`config.mk`:
```
export PLATFORM = sky130hd
export DESIGN_NAME = fetch_stage
export DESIGN_NICKNAME = d
export VERILOG_FILES = /design/src/rtl/cpu_pkg.sv /design/src/rtl/sat_counter.sv /design/src/rtl/fetch_stage.sv
export SDC_FILE = /design/constraint.sdc
export NUM_CORES = 1
export LEC_CHECK = 0
export BUFFER_PORTS_ARGS = -buffer_cell sky130_fd_sc_hd__buf_4
export CORE_MARGIN = 2
export CORE_UTILIZATION = 25
export CTS_BUF_LIST = sky130_fd_sc_hd__clkbuf_4 sky130_fd_sc_hd__clkbuf_8 sky130_fd_sc_hd__clkbuf_16
export CTS_CLUSTER_SIZE = 24
export DETAILED_ROUTE_END_ITERATION = 7
export PLACE_DENSITY = 0.49
export SYNTH_ARGS = -nofsm -noshare
export SYNTH_HDL_FRONTEND = slang
export SYNTH_HIERARCHICAL = 1
export SYNTH_SLANG_ARGS = --single-unit
```
`constraint.sdc`:
```
create_clock -name clk_i -period 3.4 [get_ports clk_i]
set_clock_uncertainty 0.1 [all_clocks]
set_input_delay 0.34 -clock clk_i [delete_from_list [all_inputs] [get_ports clk_i]]
set_output_delay 0.34 -clock clk_i [all_outputs]
set_load 0.005 [all_outputs]
```
`src/rtl/cpu_pkg.sv`:
```
// cpu_pkg: shared fetch-state enum, bubble instruction and default datapath width
package cpu_pkg;
  typedef enum logic [1:0] {IDLE, RUN, HALT} fetch_state_e;
  localparam logic [31:0] NOP_INSTR = 32'b0;
  localparam int DEFAULT_XLEN = 32;
endpackage

```
`src/rtl/sat_counter.sv`:
```
// sat_counter: event counter with synchronous clear that sticks at all-ones
module sat_counter #(
  parameter int W = 32
) (
  input  logic         clk,
  input  logic         clr,
  input  logic         inc,
  output logic [W-1:0] cnt
);
  always_ff @(posedge clk)
    cnt <= clr ? '0 : (inc && !(&cnt)) ? cnt + 1'b1 : cnt;
endmodule

```
`src/rtl/fetch_stage.sv`:
```
// fetch_stage: PC, instruction-memory address, IF/ID register and stall/flush counters
module fetch_stage #(
  parameter int              XLEN       = cpu_pkg::DEFAULT_XLEN,
  parameter int              IMEM_DEPTH = 256,
  parameter logic [XLEN-1:0] RESET_PC   = '0,
  parameter int              CNT_W      = 32
) (
  input  logic             clk_i,
  input  logic             rst_i,
  input  logic             start_i,
  input  logic             stall_i,
  input  logic             flush_i,
  input  logic [XLEN-1:0]  branch_target_i,
  output logic [XLEN-1:0]  imem_addr_o,
  input  logic [31:0]      imem_data_i,
  output logic [XLEN-1:0]  pc_o,
  output logic [XLEN-1:0]  ifid_pc_o,
  output logic [31:0]      ifid_instr_o,
  output logic             ifid_valid_o,
  output logic             halted_o,
  output logic [CNT_W-1:0] stall_cnt_o,
  output logic [CNT_W-1:0] flush_cnt_o
);
  import cpu_pkg::*;
  typedef struct packed {
    logic [XLEN-1:0] pc_o;
    logic [31:0]     instr_o;
    logic            valid_o;
  } ifid_t;
  localparam ifid_t BUBBLE = {{XLEN{1'b0}}, NOP_INSTR, 1'b0};
  fetch_state_e state, state_n;
  ifid_t ifid, ifid_n;
  logic [XLEN-1:0] pc, pc_n, tgt;
  logic run, pc_ok, tgt_ok, do_flush, do_stall, do_fetch, do_halt;
  always_comb begin
    tgt = branch_target_i & ~XLEN'(3);
    pc_ok = (pc >> 2) < XLEN'(IMEM_DEPTH);
    tgt_ok = (tgt >> 2) < XLEN'(IMEM_DEPTH);
    run = state == RUN && start_i;
    do_flush = (run && flush_i) || (state == HALT && flush_i && tgt_ok);
    do_stall = run && !flush_i && stall_i;
    do_fetch = run && !flush_i && !stall_i && pc_ok;
    do_halt = run && !flush_i && !stall_i && !pc_ok;
    state_n = state == IDLE ? (start_i ? RUN : IDLE) : do_halt ? HALT : do_flush ? RUN : state;
    pc_n = do_flush ? tgt : do_fetch ? pc + XLEN'(4) : pc;
    ifid_n = (do_flush || do_halt) ? BUBBLE : do_fetch ? ifid_t'({pc, imem_data_i, 1'b1}) : ifid;
  end
  always_ff @(posedge clk_i) begin
    if (rst_i) begin
      state <= IDLE;
      pc <= RESET_PC;
      ifid <= BUBBLE;
    end else begin
      state <= state_n;
      pc <= pc_n;
      ifid <= ifid_n;
    end
  end
  sat_counter #(.W(CNT_W)) u_stall_cnt (.clk(clk_i), .clr(rst_i), .inc(do_stall), .cnt(stall_cnt_o));
  sat_counter #(.W(CNT_W)) u_flush_cnt (.clk(clk_i), .clr(rst_i), .inc(do_flush), .cnt(flush_cnt_o));
  assign pc_o = pc;
  assign imem_addr_o = pc;
  assign ifid_pc_o = ifid.pc_o;
  assign ifid_instr_o = ifid.instr_o;
  assign ifid_valid_o = ifid.valid_o;
  assign halted_o = state == HALT;
endmodule

```
# Word level (Yosys, flattened, before mapping)
# Cells that the tools add are included.
# word_totals
wordCells	46
regBits	163
input_bits	69
output_inout_bits	194
# op_classes
n_eq_ne	2
add_sub_neg	3
n_reduce_logical	25
order_cmp	2
mux	6
# ops
cell	count
$add A32 B1 Y32 const B	2
$mux W32	2
$reduce_and A32 Y1	2
$lt A30 B9 Y1 const B	2
$add A32 B3 Y32 const B	1
$logic_and A1 B1 Y1	11
$mux W2	3
$logic_not A1 Y1	5
$reduce_or A2 Y1	2
$reduce_bool A3 Y1	1
$eq A2 B1 Y1 const B	1
$eq A2 B2 Y1 const B	1
$logic_not A2 Y1	1
$logic_or A1 B1 Y1	2
$reduce_bool A2 Y1	1
$mux W1	1

# Longest topological paths before layout
# depth
ltp_word	7
mapped_depth	12
depth_no_buf	9

# Modules after synthesis
# The synthesis kept the hierarchy.
# modules_own_cells
module	instances	cells_per_inst	area_each_um2	seq_area_each_um2
fetch_stage	1	448	3970.1	1901.8
sat_counter	2	191	1721.7	640.6

# Least setup slack after synthesis
# OpenSTA, ideal clock, no wires.
# synth_path
path_type	input to register
from	input branch_target_i[21]
to	register u_flush_cnt.cnt[26]
required_ns	3.172
arrival_time_ns	2.533
setup_ns	0.128
stages	12
path_buffers	3
path_slack_ns	0.640
path_cell_list	nor4_1 nand4_1 o31a_1 buf_2 inv_2 buf_4 buf_4 and4_4 nand4_4 a2111oi_4 xnor2_1 nor2_1
# synth_via
elab_chain_cells	4
# synth_lines
element	line_no	text
start, declared	fetch_stage.sv:13	input logic [XLEN-1:0] branch_target_i,
$lt A30 B9 Y1	fetch_stage.sv:38	tgt_ok = (tgt >> 2) < XLEN'(IMEM_DEPTH);
$logic_and A1 B1 Y1	fetch_stage.sv:40	do_flush = (run && flush_i) || (state == HALT && flush_i && tgt_ok);
$logic_or A1 B1 Y1	fetch_stage.sv:40	
named net do_flush	fetch_stage.sv:34	logic run, pc_ok, tgt_ok, do_flush, do_stall, do_fetch, do_halt;
$logic_and A1 B1 Y1	sat_counter.sv:11	cnt <= clr ? '0 : (inc && !(&cnt)) ? cnt + 1'b1 : cnt;
end signal, assigned	sat_counter.sv:11	
end, declared	sat_counter.sv:8	output logic [W-1:0] cnt
# The timed path passes the listed nets, and every way through them passes these cells.
# A chain may end at the register's enable or synchronous reset.

# Worst setup path in the final report
# layout_path
from	register u_flush_cnt.cnt[5]
to	register u_flush_cnt.cnt[7]
# layout_via
elab_chain_cells	3
word_cells_on_any_way	4
classes_between	add/sub (1); reduce/logical (3)
# layout_lines
element
branches (longest 3 deep; another with $add A32 B1 Y32)
# Parallel ways; which one is timed is not known.

==> reports/results.tsv <==
metric	value	unit
Int Pwr	3.08	mW
slew margin rel.	0.227	
CTS tree	done	
Worst Hold Depth	3	
GR Overflow Total	0	
synthesized area	0.00741	mm2
Tightest Pin Transition	1150	ps
CTS sink count	159	
final-stage net count	1110	
routed length per instance	15.3	um
HP Start	imem_data_i[0]	
pre-CTS WS	509	ps
vias in the first global route	6249	
Area Growth Syn to Fin	34.7	%
NetSw	1.03	mW
vias after detailed routing	6558	
CP Launch Point	u_flush_cnt/cnt[5]	
die area	0.0310	mm2
Synth Register Bits	159	
FF-to-FF Start	u_flush_cnt/cnt[5]	
Avg Synthesized Cell Area	8.93	um2
Final WS setup	724	ps
# IOs	263	
crit-path max FO	20	
Main synth FF type	dfxtp_1	
Hold Violations, Final	0	
worst r2r path cells	5	
R2R Setup Slk	720	ps
GRT Total Usage	0.139	
clk slew on worst S/H paths	70	ps
post-CTS setup buffers	0	
Max Freq	0.374	GHz
DRC	0	
post-cts gate resize count	0	
CP Class	reg -> reg	
H-tree Lvls	4	
Yosys warning total	6	
global-route wire length before repair	34700	um
post-route ant nets	0	
setup TNS	0	ps
clock buffer count from CTS	17	
clk_lat worst skew	420	ps
switching share of power	0.250	
element type at the critical path start	flop	
status	finished, final reports clean	
Final setup viols	0	
RSZ-0062 raised after global routing	no	
leak pwr	3.80	nW
ANT cells	0	
Placer Congestion	0.783	
TritonRoute pass-1 iters	4	
I/O Buffers	254	
Core Rows	63	
largest net degree at the start of global routing	66	
vias per std cell	4.55	
Die W	176	um
initial antenna violation count	0	
post-synthesis sequential area ratio	0.429	
required time worst endpoint	3570	ps
chip height	176	um
share of post-route cells with drive strength above 1	0.359	
DP Wirelength	15700	um
Reg power frac	0.465	
type of the worst min-delay path	in -> reg	
clock group share of total power	0.471	
RR Endpoint	u_flush_cnt/cnt[7]	
final WL	22100	um
EDFF count, synth	0	
peak supply drop	0.268	mV
pwr dens	412	mW/mm2
Period minus WS final	2680	ps
core area	0.0294	mm2
max-cap viol count	0	
Initial DRC Count	386	
Root Buffer	clkbuf_16	
number of library cell types mapped by synthesis	60	
max-slew violations	0	
cts hold-fix bufs	0	
Crit. End Element	flop	
Arr. time, crit path	2850	ps
fin crit share	0.787	
async set-reset flop share out of synthesis	0	
Worst Hold End	ifid_instr_o[0]	
Max Buffers Root-to-Sink	2	
Cells after Synth	830	
Logic pwr share	0.064	
Starting Density	0.252	
## cell usage in the layout, fill, tap and decap left out, drive strengths merged, types with 3 or more instances in the layout
cell type	count
and4	18
and2	29
or4	4
nand2	154
o31ai	10
conb	6
a31oi	3
nor3	9
nand3	26
a21oi	104
and3	8
nor2b	4
dfxtp	159
xor2	8
buf	265
o21ai	35
ha	3
o311ai	6
nor4b	5
nor4	12
nand4b	3
clkinvlp	4
nand4	18
or3	37
a211oi	10
nor2	37
inv	13
clkbuf	20
xnor2	22
## stage by stage
step	power, mW	cells	cell area, um2	hold slack [ps]	utilization
2_1_floorplan	2.09	835	7430	309	-
3_3_place_gp	2.22	1409	9400	342	0.320
3_5_place_dp	2.22	1409	9400	345	0.320
4_1_cts	4.19	1441	9990	50.6	0.340
5_1_grt	4.28	1441	9990	64.2	0.340
6_report	4.11	1441	9990	79.5	0.340
## layer usage
layer / GRT usage / wire [um] / vias up
met3: 0.0403 / 1510 / 6
li1: - / - / 3309
met5: 0 / 0 / -
met2: 0.220 / 9950 / 184
met4: 0.0289 / 129 / 0
met1: 0.189 / 10500 / 3059
## sequential cells by signal, summed over array words and instances (netlist names)
name and count:
ifid_instr_o 32, u_flush_cnt/cnt 32, u_stall_cnt/cnt 32, ifid_pc_o 30, imem_addr_o 30, state 2
ifid_valid_o 1
## power by group through the flow
stage	combinational, mW	clock [mW]	sequential (mW)
6_report	0.264	1.94	1.91
5_1_grt	0.289	2.08	1.91
4_1_cts	0.269	2.01	1.91
3_5_place_dp	0.268	0	1.95
3_3_place_gp	0.269	0	1.95
2_1_floorplan	0.144	0	1.95
## layout make-up
type                       instances  area (um2)
clock buffer                      20         460
inverter                           7        26.3
tap                              390         488
fill                            3109       19400
sequential                       159        3180
clock inverter                    12         124
multi-input combinational        588        3710
timing repair buffer             265        1990
## kinds of logic after synthesis
group                      Yosys count  share of synthesized area
AOI/OAI and AO/OA                  179                      0.173
DFF                                159                      0.429
xor gates and xnor gates            30                     0.0354
adders and majority gates            3                    0.00506
other                                1                   0.000506
and+or+nand+nor                    370                      0.283
buffers and inverters               88                     0.0738
## cell usage after synthesis, types with 6 or more instances
library cell  number  area (um2)
nand4_1           11        68.8
buf_2              8        40.0
dfxtp_1          159        3180
buf_4             39         293
or3_1             37         231
nor4_1             7        43.8
and3_1             8        50.1
o21ai_0           15        75.1
o21ai_1           20         100
xnor2_1           22         193
nor2_1            35         131
clkbuf_1          25        93.8
and4_1            14         123
a21oi_1           65         325
a211oi_1          10        75.1
a21oi_2           39         342
buf_6              8        90.1
nand3_1           26         130
xor2_1             8        70.1
o31ai_1            8        60.1
nor3_1             8        40.0
inv_1              6        22.5
nand2_1          152         571
and2_1            29         181
## worst max path at each step
stage | to | slack (ps) | cells after the start
2_1_floorplan | u_flush_cnt/cnt[26] | 640 | 12
3_3_place_gp | u_flush_cnt/cnt[26] | 520 | 10
3_5_place_dp | u_flush_cnt/cnt[26] | 510 | 10
4_1_cts | u_flush_cnt/cnt[26] | 710 | 9
5_1_grt | u_flush_cnt/cnt[5] | 440 | 5
6_report | u_flush_cnt/cnt[7] | 720 | 5
## critical path, stage by stage (launching register included)
cell	delay, ps
dfxtp_1	410
and4_2	510
nand4_4	240
o31ai_2	960
or3_1	230
a21oi_1	70
Note: power is estimated with default switching activity, not from simulation.
